==> src/rtl/flash_rd_arb.sv <==
// Two-requester round-robin arbiter and byte-at-a-time burst sequencer in front of flash_ctrl.
// Each granted burst is issued as back-to-back single-byte reads with a per-byte timeout.
module flash_rd_arb #(
    parameter int unsigned ADDR_NBIT = 24,
    parameter int unsigned DATA_NBIT = 8,
    parameter int unsigned LEN_NBIT  = 16,
    parameter int unsigned TO_CYC    = 4096
) (
    input  logic                 mclk,
    input  logic                 rst_n,
    input  logic                 req0,
    input  logic [ADDR_NBIT-1:0] addr0,
    input  logic [LEN_NBIT-1:0]  len0,
    output logic                 ack0,
    output logic                 dv0,
    output logic                 done0,
    input  logic                 req1,
    input  logic [ADDR_NBIT-1:0] addr1,
    input  logic [LEN_NBIT-1:0]  len1,
    output logic                 ack1,
    output logic                 dv1,
    output logic                 done1,
    output logic [DATA_NBIT-1:0] dout,
    output logic                 err,
    output logic                 frd,
    output logic [ADDR_NBIT-1:0] fraddr,
    input  logic                 frstatus,
    input  logic [DATA_NBIT-1:0] frdata,
    input  logic                 frdv
);

    localparam int unsigned TO_NBIT = (TO_CYC > 2) ? $clog2(TO_CYC) : 1;
    localparam logic [TO_NBIT-1:0] TO_LOAD = TO_NBIT'(TO_CYC - 1);

    typedef enum logic [1:0] {IDLE, ISSUE, WSTART, WDATA} state_t;

    state_t                 state_q, state_d;
    logic                   rr_last_q, rr_last_d;
    logic                   owner_q, owner_d;
    logic [ADDR_NBIT-1:0]   cur_addr_q, cur_addr_d;
    logic [LEN_NBIT-1:0]    rem_q, rem_d;
    logic [TO_NBIT-1:0]     to_cnt_q, to_cnt_d;
    logic                   ack0_q, ack0_d, ack1_q, ack1_d;
    logic                   dv0_q, dv0_d, dv1_q, dv1_d;
    logic                   done0_q, done0_d, done1_q, done1_d;
    logic                   err_q, err_d, frd_q, frd_d;
    logic [DATA_NBIT-1:0]   dout_q, dout_d;
    logic [ADDR_NBIT-1:0]   fraddr_q, fraddr_d;
    logic                   gnt;
    logic [LEN_NBIT-1:0]    gnt_len;
    logic                   to_hit;

    always_comb begin
        state_d    = state_q;
        rr_last_d  = rr_last_q;
        owner_d    = owner_q;
        cur_addr_d = cur_addr_q;
        rem_d      = rem_q;
        to_cnt_d   = to_cnt_q;
        ack0_d     = 1'b0;
        ack1_d     = 1'b0;
        dv0_d      = 1'b0;
        dv1_d      = 1'b0;
        done0_d    = 1'b0;
        done1_d    = 1'b0;
        err_d      = 1'b0;
        frd_d      = 1'b0;
        dout_d     = dout_q;
        fraddr_d   = fraddr_q;
        gnt        = (req0 && req1) ? ~rr_last_q : req1;
        gnt_len    = gnt ? len1 : len0;
        to_hit     = (to_cnt_q == '0);

        unique case (state_q)
            IDLE: begin
                // Requester still sees its req high during the ack cycle; do not re-grant it.
                if (!(ack0_q || ack1_q) && (req0 || req1)) begin
                    rr_last_d  = gnt;
                    owner_d    = gnt;
                    cur_addr_d = gnt ? addr1 : addr0;
                    rem_d      = gnt_len;
                    to_cnt_d   = TO_LOAD;
                    ack0_d     = !gnt;
                    ack1_d     = gnt;
                    if (gnt_len == '0) begin
                        done0_d = !gnt;
                        done1_d = gnt;
                    end else begin
                        state_d = ISSUE;
                    end
                end
            end
            ISSUE: begin
                if (frstatus) begin
                    frd_d    = 1'b1;
                    to_cnt_d = TO_LOAD;
                    state_d  = WSTART;
                end else if (to_hit) begin
                    err_d   = 1'b1;
                    done0_d = !owner_q;
                    done1_d = owner_q;
                    state_d = IDLE;
                end else begin
                    to_cnt_d = to_cnt_q - TO_NBIT'(1);
                end
            end
            WSTART: begin
                // Seeing busy first guards against a stale frdv from the previous byte.
                if (!frstatus) begin
                    state_d = WDATA;
                    if (!to_hit) to_cnt_d = to_cnt_q - TO_NBIT'(1);
                end else if (to_hit) begin
                    err_d   = 1'b1;
                    done0_d = !owner_q;
                    done1_d = owner_q;
                    state_d = IDLE;
                end else begin
                    to_cnt_d = to_cnt_q - TO_NBIT'(1);
                end
            end
            WDATA: begin
                if (frstatus && frdv) begin
                    dout_d     = frdata;
                    dv0_d      = !owner_q;
                    dv1_d      = owner_q;
                    cur_addr_d = cur_addr_q + ADDR_NBIT'(1);
                    rem_d      = rem_q - LEN_NBIT'(1);
                    if (rem_q == LEN_NBIT'(1)) begin
                        done0_d = !owner_q;
                        done1_d = owner_q;
                        state_d = IDLE;
                    end else begin
                        to_cnt_d = TO_LOAD;
                        state_d  = ISSUE;
                    end
                end else if (to_hit) begin
                    err_d   = 1'b1;
                    done0_d = !owner_q;
                    done1_d = owner_q;
                    state_d = IDLE;
                end else begin
                    to_cnt_d = to_cnt_q - TO_NBIT'(1);
                end
            end
            default: state_d = IDLE;
        endcase

        if (state_d != IDLE) fraddr_d = cur_addr_d;
    end

    always_ff @(posedge mclk or negedge rst_n) begin
        if (!rst_n) begin
            state_q    <= IDLE;
            rr_last_q  <= 1'b1;
            owner_q    <= 1'b0;
            cur_addr_q <= '0;
            rem_q      <= '0;
            to_cnt_q   <= '0;
            ack0_q     <= 1'b0;
            ack1_q     <= 1'b0;
            dv0_q      <= 1'b0;
            dv1_q      <= 1'b0;
            done0_q    <= 1'b0;
            done1_q    <= 1'b0;
            err_q      <= 1'b0;
            frd_q      <= 1'b0;
            dout_q     <= '0;
            fraddr_q   <= '0;
        end else begin
            state_q    <= state_d;
            rr_last_q  <= rr_last_d;
            owner_q    <= owner_d;
            cur_addr_q <= cur_addr_d;
            rem_q      <= rem_d;
            to_cnt_q   <= to_cnt_d;
            ack0_q     <= ack0_d;
            ack1_q     <= ack1_d;
            dv0_q      <= dv0_d;
            dv1_q      <= dv1_d;
            done0_q    <= done0_d;
            done1_q    <= done1_d;
            err_q      <= err_d;
            frd_q      <= frd_d;
            dout_q     <= dout_d;
            fraddr_q   <= fraddr_d;
        end
    end

    assign ack0   = ack0_q;
    assign ack1   = ack1_q;
    assign dv0    = dv0_q;
    assign dv1    = dv1_q;
    assign done0  = done0_q;
    assign done1  = done1_q;
    assign err    = err_q;
    assign frd    = frd_q;
    assign dout   = dout_q;
    assign fraddr = fraddr_q;

endmodule

==> config.mk <==
export PLATFORM = sky130hd
export DESIGN_NAME = flash_rd_arb
export DESIGN_NICKNAME = d
export VERILOG_FILES = /design/src/rtl/flash_rd_arb.sv
export SDC_FILE = /design/constraint.sdc
export NUM_CORES = 1
export LEC_CHECK = 0
export CORE_ASPECT_RATIO = 1.75
export CORE_MARGIN = 2
export CORE_UTILIZATION = 39
export DETAILED_ROUTE_END_ITERATION = 12
export GPL_ROUTABILITY_DRIVEN = 0
export GPL_TIMING_DRIVEN = 0
export PLACE_DENSITY_LB_ADDON = 0.15
export SLEW_MARGIN = 10
export SYNTH_ARGS = -nofsm -noshare
export SYNTH_HDL_FRONTEND = slang
export SYNTH_SLANG_ARGS = --single-unit
==> constraint.sdc <==
create_clock -name mclk -period 2.93 [get_ports mclk]
set_input_delay 0.7325 -clock mclk [delete_from_list [all_inputs] [get_ports mclk]]
set_output_delay 0.7325 -clock mclk [all_outputs]
set_load 0.005 [all_outputs]
==> results of run 1 <==
## cells by family (layout without fill, tap and decap cells)
| kind of cell | count (synthesis) | in the layout |
|---|---|---|
| compound gates | 190 | 190 |
| flops | 96 | 96 |
| fa+ha+maj | 9 | 9 |
| buf+inv | 55 | 211 |
| mux | 33 | 33 |
| simple gates | 265 | 265 |
## what timing repair did
action | CTS | global route
resized for setup | 11 | 18
buffers inserted | 3 | 4
pin swaps | 2 | 3
endpoints found under the setup margin | 54 | 34
hold endpoints to repair | 0 | 0
hold buffers | 0 | 0
## Yosys cell counts (all sizes together) (5+ instances only)
cell type | n | share of area
clkbuf | 24 | 0.016
o21a | 5 | 0.0066
nor3 | 16 | 0.015
mux2 | 24 | 0.048
or4 | 6 | 0.0092
or2 | 6 | 0.0066
and4 | 5 | 0.0076
nand4 | 13 | 0.014
and3 | 9 | 0.010
a31oi | 8 | 0.0087
nand3 | 17 | 0.015
a21o | 5 | 0.0066
ha | 9 | 0.020
nor3b | 5 | 0.0066
a21oi | 43 | 0.038
dfrtp | 95 | 0.41
o22a | 8 | 0.012
o21ai | 44 | 0.038
a22o | 5 | 0.0076
nor4 | 19 | 0.023
mux2i | 9 | 0.016
o22ai | 17 | 0.019
nor2 | 80 | 0.052
a22oi | 9 | 0.012
and2 | 7 | 0.0081
nand2 | 65 | 0.043
buf | 6 | 0.0096
or3 | 11 | 0.012
inv | 22 | 0.014
## registers in the layout, indices dropped and copies added (netlist names), 2 cells and up
signal and flops:
to_cnt_q 12, fraddr 24, state_q 2, rem_q 16
dout 8, cur_addr_q 24
## worst min-delay path by stage
stage                 start  cells after the start        to
floorplan             rst_n                      0      ack0
detailed placement  dout[0]                      2   dout[0]
CTS                   rst_n                      1  rem_q[0]
global placement    dout[4]                      2   dout[4]
finish                rst_n                      1  rem_q[0]
global route          rst_n                      1  rem_q[0]
## power breakdown
| group | leakage, nW | switching, W | internal [W] |
|---|---|---|---|
| registers | 1.20 | 0.000490 | 0.00184 |
| clock network | 0.137 | 0.000567 | 0.000612 |
| logic | 1.82 | 0.00200 | 0.00172 |
| total | 3.16 | 0.00306 | 0.00417 |
## worst max-delay path, delay by kind of cell
family,cells,cell delay [ns]
AO/OA/AOI/OAI,3,0.54
multiplexers,1,0.35
AND/OR/NAND/NOR,2,0.64
buffers and inverters,3,0.83
## through the flow
step / setup WS [ns] / hold WS (ns)
global placement: -2.610 / 0.4602
floorplan: 0.3453 / 0.4369
global route: 0.002764 / 0.4313
detailed placement: -0.8832 / 0.4621
CTS: 0.01860 / 0.4034
finish: 0.05751 / 0.3800
## layer usage
metal  share of wire  up-vias  GRT usage  routed length (um)
met2            0.54      236     0.4549               10490
met3           0.048       56    0.03532                 938
li1                -     2722          -                   -
met1            0.37     2849     0.2830                7181
met4           0.050        0     0.1370                 986
met5               0        -          0                   0
## layout make-up
class,instances,area (um^2)
fill,1330,6591
clock inverter,6,52.55
clock buffer,10,239.0
tap,180,225.2
buffer,31,167.7
sequential,96,2404
inverter,23,90.09
multi-input combinational,497,3191
timing repair buffer,141,1409
## layout by cell type, fill, tap and decap left out, types with 7 or more instances in the layout
cell type          n
a21oi_1           42
a22oi_1            9
and3_1             7
buf_4              8
clkbuf_1          16
clkbuf_16          9
clkbuf_2           7
clkdlybuf4s50_1  132
dfrtp_1           95
ha_1               9
inv_1             22
mux2_2            23
mux2i_1            9
nand2_1           64
nand3_1           17
nand4_1           13
nor2_1            80
nor3_1            14
nor4_1            14
o21ai_0           43
o22a_1             7
o22ai_1           17
or3_1              9
==> reports/metrics.cfg, run 1 <==
[logic_synthesis]
synthXorXnorAreaFrac=0
synth.area.mux_share=0.06355
yosys.area_share.simple=0.2311
ys_seq_area_frac=0.4195
ys_ff_latch=96
syn-cell-area_mm2=0.005729
synth_area_per_cell_um2=8.841
yosysUniqueCellTypes=74
yosysWarningCount=0
synth_fa_ha_area_frac=0.01965
synth_compound_area_frac=0.2225
synth_top_family_by_area=simple AND/OR/NAND/NOR gates
async_flop_share=1.000
synth-edff-count=0
syn_inst=648
synthFlopType=dfrtp_1
syn-num-nets=751

[worst_setup_path]
path_common_cell=a31oi_2
reg2reg_to=fraddr[23]
slowest_delay_ns=0.48
crit_path_end_kind=flop
arrival_ns=3.11
rrSetupSlack_ns=0.13
crit_slowest_cell=clkdlybuf4s50_1
worstSetupEndpoint=fraddr[13]
crit_chain=clkdlybuf4s50_1 -> nor4_4 -> nand4_1 -> a31oi_2 -> a31oi_2 -> o31ai_4 -> buf_4 -> buf_6 -> mux2_2
r2r.worst_path.cells=10
start_kind=input port
crit_type=in -> reg
setup.worst_path.start=len1[11]
rr_startpoint=to_cnt_q[0]
cp_max_fo=10
worst_ep_required_time_ns=3.17

[finish]
area_delta_synth_final_pct=35.75
fin_cells=984
drive_gt1_frac=0.1256
finalCoreUtilization=0.5413
num_antenna_cells=0
final_cell_area_mm2=0.007777
num-nets-final=902

[route]
drt_iter0_markers=409
wl_per_cell_um=19.92
drc=0
viasPerCell=5.958
wl_um=19600
vias=5863
postRouteAntennaNets=0
dr.pass1.iters=6

[clock_network]
cts_sinks=96
cts_tree=done
numCtsBuffers=9
clk_pin_slew_ns=0.07
h-tree-depth=3
clock_latency_ns=0.36
cts_root_buf=clkbuf_16
clockBufferDepth=2

[sta]
fin_crit_ns=2.872
clock_skew_ns=0.009520
fmax_mhz=348.1
fin_crit_sh=0.9804
slew_violations=0
tns_ns=0
slew_headroom=0.3851
tightest_slew_ns=0.9154
finalHoldViolCount=0
setup_viol=0
rsz0062_at_grt=no

[global_route]
grt_usage=0.2540
grt_max_degree=55
overflow=0
antenna_found_initial=0
grt_pass1_vias=5911
grt_first_pass_wirelength_um=30520

[floorplanning]
die_h_um=164.3
dieArea_mm2=0.01571
die_w_um=95.62
pin_count=134
start_util=0.3987
core_mm2=0.01437
rows=58

[placed_design]
placed_area_mm2=0.007323
dp_hpwl_um=14880
dp_cells=962
io_buffers=133

[flow_run]
max-cap-violations=0

[status]
outcome=finished, final reports clean

[min_path]
hold_class=in -> async

[power_and_ir_drop]
powerDensity_mw_per_mm2=930.0
design_power_total_w=0.007233
power.leakage_nw=3.158
ir_drop_v=0.0004321

(Power assumes the default switching activity.)
==> run 2, diff against run 1 <==
Settings changed: ABC_AREA set to 1, HOLD_SLACK_MARGIN set to 0.05.
==> reports/metrics.cfg, run 2 <==
[route]
drc=0  ; unchanged
wl_met1_um=7346  ; +2.3%
drt_iter0_markers=382  ; -6.6%
topRoutingLayerUsed=met4
wl_um=20180  ; +3.0%
viasPerCell=5.271  ; -12%
routed-wl-met2_um=11210  ; +6.8%
wl_per_cell_um=16.96  ; -15%
dr.pass1.iters=5  ; -1
postRouteAntennaNets=0  ; unchanged
met3_length_um=886  ; -5.5%
vias=6273  ; +7.0%

[global_route]
antenna_found_initial=0  ; unchanged
grt_usage=0.2474  ; -0.006618
grt_first_pass_wirelength_um=32090  ; +5.1%
grt_pass1_vias=6366  ; +7.7%
grt_max_degree=58  ; +5.5%
overflow=0  ; unchanged

[floorplanning]
die_w_um=97.64  ; +2.1%
dieArea_mm2=0.01639  ; +4.3%
pin_count=134  ; unchanged
start_util=0.4013  ; +0.002597
die_h_um=167.9  ; +2.2%
rows=59  ; +1.7%
core_mm2=0.01491  ; +3.8%

[sta]
rsz0062_at_grt=yes
setup_ws_ns=0.07357  ; +0.01607 ns
fin_crit_sh=0.9749  ; -0.005484
tightest_slew_ns=0.6361  ; -0.2792 ns
slew_violations=0  ; unchanged
setup_viol=0  ; unchanged
slew_headroom=0.5759  ; +0.1909
fin_crit_ns=2.856  ; -0.01607 ns
finalHoldViolCount=0  ; unchanged
clock_skew_ns=0.01368  ; +0.004155 ns
fmax_mhz=350.1  ; +0.56%

[finish]
final_cell_area_mm2=0.007909  ; +1.7%
fin_cells=1190  ; +21%
n_fill_cell=1509  ; +13%
area_delta_synth_final_pct=32.16
num_antenna_cells=0  ; unchanged
finalCoreUtilization=0.5304  ; -0.01090
num-nets-final=1105  ; +23%
layout_commonest_cell=nand2_1
layout_common_cells=nand2_1 (245), clkdlybuf4s50_1 (131), nand3_1 (96)
drive_gt1_frac=0.05958  ; -0.06604

[power_and_ir_drop]
design_power_total_w=0.007885  ; +9.0%
switching_share=0.4703  ; +0.04738
combPwrFrac=0.544  ; +0.029
pwr-share-clk=0.151  ; -0.012
switching_power_w=0.003708  ; +21%
power.leakage_nw=3.660  ; +16%
powerDensity_mw_per_mm2=996.9  ; +7.2%
p_int_w=0.004177  ; about the same
ir_drop_v=0.0005917  ; +37%
pwr-share-seq=0.305  ; -0.017

[clock_network]
clockBufferDepth=2  ; unchanged
numCtsBuffers=9  ; unchanged
cts_root_buf=clkbuf_16
cts_tree=done
cts_sinks=96  ; unchanged
clk_pin_slew_ns=0.08  ; about the same
h-tree-depth=3  ; unchanged
clock_latency_ns=0.35  ; about the same

[logic_synthesis]
synth.most_common_cell=nand2_1
synth-edff-count=0  ; unchanged
ys_seq_area_frac=0.4016  ; -0.01789
synth_top_cells_by_count=nand2_1 (246), nand3_1 (96), dfrtp_1 (95)
yosys.area.top_type=dfrtp_1
synth_top_area_share=0.3972  ; -0.01770
netlist_top_cells_area=dfrtp_1 (40%), nand2_1 (15%), nand3_1 (8.0%)
synthFlopType=dfrtp_1
syn-cell-area_mm2=0.005984  ; +4.5%
syn_inst=856  ; +32%
ys_ff_latch=96  ; unchanged
yosysUniqueCellTypes=39  ; -47%
syn-num-nets=959  ; +28%
yosysWarningCount=0  ; unchanged
synth_area_per_cell_um2=6.991  ; -21%
async_flop_share=1.000  ; unchanged

[worst_setup_path]
crit_slowest_cell=clkdlybuf4s50_1
r2r.worst_path.cells=9  ; -1
crit_family=simple AND/OR/NAND/NOR gates
slowest_delay_ns=0.54  ; +0.06 ns
crit_path_end_kind=flop
rr_startpoint=state_q[0]
rrSetupSlack_ns=0.38  ; +0.25 ns
reg2reg_to=rem_q[3]
crit_chain=clkdlybuf4s50_1 -> nand2_4 -> nand2_4 -> buf_6 -> nand2_1 -> nand2_1 -> nor2_1 -> nand2_1 -> nor2_1 -> nand2_1 -> nand2_2 -> a21oi_4 -> nand2_4 -> buf_6 -> nand2_1 -> nand2_1
cp_max_fo=10  ; unchanged
crit_buf_inv=3  ; unchanged
start_kind=input port
path_common_cell=nand2_1
crit_type=in -> reg
arrival_ns=3.09  ; -0.02 ns
worst_ep_required_time_ns=3.17  ; about the same

[placed_design]
placed_area_mm2=0.007564  ; +3.3%
dp_hpwl_um=15600  ; +4.8%
dp_cells=1172  ; +22%
post-place-ws_ns=-0.3147  ; +0.5686 ns
io_buffers=132  ; -0.75%

[status]
outcome=finished, final reports clean

[flow_run]
max-cap-violations=0  ; unchanged

[min_path]
hold_class=in -> async

[run 2: cell types whose count changed after synthesis, sizes merged, moves of 11 or more]
cell	change
nand2	+186
nor4	-19
buf	+15
or3	-11
inv	+68
nand3	+79
o211ai	+15
mux2	-24
xor2	+13
nor2	+13
clkbuf	-13
[run 2: how the worst max path moves through the flow]
stage,from,to,cells past startpoint
CTS,frstatus,to_cnt_q[3],11
detailed placement,frstatus,to_cnt_q[3],11
global route,req0,fraddr[4],17
floorplan,req1,fraddr[4],16
finish,req0,fraddr[4],16
global placement,rst_n,to_cnt_q[8],1
[run 2: power by group through the flow]
| stage | clock [W] | combinational, W | sequential [W] |
|---|---|---|---|
| floorplan | 0 | 0.00269 | 0.00232 |
| global placement | 0 | 0.00419 | 0.00241 |
| detailed placement | 0 | 0.00421 | 0.00242 |
| CTS | 0.00121 | 0.00424 | 0.00240 |
| global route | 0.00125 | 0.00481 | 0.00248 |
| finish | 0.00119 | 0.00429 | 0.00241 |
[run 2: metal layers]
metal | track usage | vias up
met3 | 0.02781 | 55
li1 | - | 3103
met5 | 0 | -
met2 | 0.4816 | 187
met1 | 0.2656 | 2928
met4 | 0.1027 | 0
[run 2: final cells by class]
class,instances,area [um^2],area share
Multi-Input combinational cell,637,3095,0.3914
Sequential cell,96,2404,0.3039
Timing Repair Buffer,135,1365,0.1726
Inverter,91,341.6,0.04319
Clock buffer,10,239.0,0.03022
Tap cell,183,229.0,0.02895
Buffer,32,183.9,0.02326
Clock inverter,6,51.30,0.006486
[run 2: logic make-up after synthesis]
| family | after synthesis | synth area share |
|---|---|---|
| xor gates and xnor gates | 13 | 0.01903 |
| AOI/OAI and AO/OA | 147 | 0.1453 |
| DFF | 96 | 0.4016 |
| buffers and inverters | 123 | 0.08656 |
| and+or+nand+nor | 468 | 0.3287 |
| adders and majority gates | 9 | 0.01882 |
[run 2: per-stage QoR]
step | hold slack [ns] | setup TNS (ns)
after floorplan | 0.4263 | 0
after global placement | 0.4631 | -274.07
after detailed placement | 0.4652 | -10.89
after CTS | 0.2886 | 0
after global routing | 0.3085 | -0.01242
final | 0.2769 | 0
[run 2: worst register-to-register path, delay by kind of cell, from the launching register on]
kind | cells | cell delay [ns]
fa+ha+maj | 1 | 0.17
buf+inv | 4 | 0.83
compound gates | 2 | 0.21
simple gates | 2 | 0.77
flops | 1 | 0.44
[run 2: timing repair]
| item | CTS | global route |
|---|---|---|
| setup buffers | 0 | 2 |
| gates resized for setup | 0 | 12 |
| hold buffers | 0 | 0 |
| endpoints found under the setup margin | 0 | 31 |
==> run 3, diff against run 2 <==
Settings changed: CAP_MARGIN set to 5, SLEW_MARGIN 10 to not set.
==> reports/metrics.cfg, run 3 (synthesis gave the netlist of run 2 again) <==
[status]
outcome=finished, final reports clean

[sta]
fmax_mhz=355.3  ; +1.5%
tns_ns=0  ; unchanged
rsz0062_at_grt=no
finalHoldViolCount=0  ; unchanged
setup_viol=0  ; unchanged
fin_crit_ns=2.814  ; -0.04207 ns
slew_headroom=0.5664  ; -0.009547
fin_crit_sh=0.9605  ; -0.01436
tightest_slew_ns=0.6504  ; +0.01432 ns
slew_violations=0  ; unchanged
clock_skew_ns=0.01327  ; -0.0004093 ns

[route]
dr.pass1.iters=6  ; +1
vias=6282  ; +0.14%
postRouteAntennaNets=0  ; unchanged
routed-wl-met2_um=11200  ; about the same
drt_iter0_markers=402  ; +5.2%
topRoutingLayerUsed=met4
wl_per_cell_um=17.01  ; +0.29%
drc=0  ; unchanged
wl_um=20270  ; +0.46%
wl_met1_um=7452  ; +1.4%
met3_length_um=901  ; +1.7%
viasPerCell=5.270  ; about the same

[placed_design]
dp_hpwl_um=15630  ; +0.18%
placed_area_mm2=0.007560  ; about the same
io_buffers=132  ; unchanged

[clock_network]
numCtsBuffers=9  ; unchanged
cts_sinks=96  ; unchanged
cts_tree=done
h-tree-depth=3  ; unchanged
hold_buffers=0  ; unchanged
clock_latency_ns=0.35  ; about the same
clockBufferDepth=2  ; unchanged
clk_pin_slew_ns=0.07  ; about the same
cts_root_buf=clkbuf_16

[floorplanning]
die_h_um=167.9  ; unchanged
pin_count=134  ; unchanged
dieArea_mm2=0.01639  ; unchanged
core_mm2=0.01491  ; unchanged
start_util=0.4013  ; unchanged
rows=59  ; unchanged
die_w_um=97.64  ; unchanged

[finish]
layout_commonest_cell=nand2_1
layout_common_cells=nand2_1 (243), clkdlybuf4s50_1 (131), nand3_1 (96)
final_cell_area_mm2=0.007921  ; +0.16%
num_antenna_cells=0  ; unchanged
num-nets-final=1107  ; +0.18%
drive_gt1_frac=0.06343  ; +0.003846
area_delta_synth_final_pct=32.36

[worst_setup_path]
worst_ep_required_time_ns=3.17  ; about the same
arrival_ns=3.05  ; -0.04 ns
start_kind=input port
cp_max_fo=10  ; unchanged
crit_type=in -> reg
crit_path_end_kind=flop

[power_and_ir_drop]
powerDensity_mw_per_mm2=995.8  ; -0.11%
ir_drop_v=0.0006005  ; +1.5%
power.leakage_nw=3.660  ; about the same
design_power_total_w=0.007888  ; about the same

[global_route]
grt_first_pass_wirelength_um=32240  ; +0.47%
grt_max_degree=58  ; unchanged
grt_pass1_vias=6352  ; -0.22%
overflow=0  ; unchanged
grt_usage=0.2490  ; +0.001611
antenna_found_initial=0  ; unchanged

[flow_run]
max-cap-violations=0  ; unchanged

[min_path]
hold_class=in -> async

==> run 3: repair_timing <==
action,in CTS,in global routing
resized for setup,0,14
endpoints found under the setup margin,0,33
buffers inserted,0,4
==> run 3: metal layers <==
metal / global-route usage / vias to the layer above
met5: 0 / -
met4: 0.1039 / 0
met3: 0.02781 / 41
met2: 0.4816 / 220
met1: 0.2699 / 2908
li1: - / 3113
==> run 3: worst paths after layout <==
check	slack (ns)	start	cells after the start	to
worst max register to register	0.42	state_q[0]	10	fraddr[4]
worst min-delay path	0.36	rst_n	1	fraddr[11]
max in group asynchronous	1.84	rst_n	2	rr_last_q
worst max-delay path	0.12	req0	16	fraddr[4]
worst min register to register	0.49	owner_q	1	dv0
min in group mclk	0.49	owner_q	1	dv0
==> run 3: final cells by class <==
| cell class | count | area [um^2] |
|---|---|---|
| Buffer | 32 | 178.9 |
| Clock buffer | 10 | 229.0 |
| Clock inverter | 6 | 51.30 |
| Fill cell | 1535 | 6990 |
| Inverter | 91 | 341.6 |
| Multi-Input combinational cell | 637 | 3112 |
| Sequential cell | 96 | 2404 |
| Tap cell | 183 | 229.0 |
| Timing Repair Buffer | 137 | 1376 |
==> run 3: power breakdown <==
group	switching, W	total, W	internal, W
sequential	0.000477	0.00240	0.00193
clock	0.000573	0.00116	0.000590
combinational	0.00267	0.00432	0.00165
==> run 3: metrics by stage <==
step | hold WS (ns) | utilization | setup slack, ns | std cells
detailed placement | 0.4666 | 0.5070 | -0.3089 | 1172
floorplan | 0.4263 | - | 0.7354 | 856
finish | 0.3635 | 0.5312 | 0.1156 | 1192
global route | 0.4048 | 0.5312 | 0.003229 | 1192
global placement | 0.4631 | 0.5053 | -2.759 | 1171
CTS | 0.3821 | 0.5258 | 0.04238 | 1188
==> run 3: worst max-delay path: stages <==
cell,delay [ns]
clkdlybuf4s50_1,0.54
nand2_4,0.12
nand2_8,0.12
buf_6,0.16
nand2_1,0.06
nand2_1,0.11
nor2_1,0.05
nand2_1,0.09
nor2_1,0.06
nand2_1,0.12
nand2_2,0.10
a21oi_4,0.28
nand2_4,0.11
buf_6,0.16
nand2_1,0.14
nand2_1,0.06
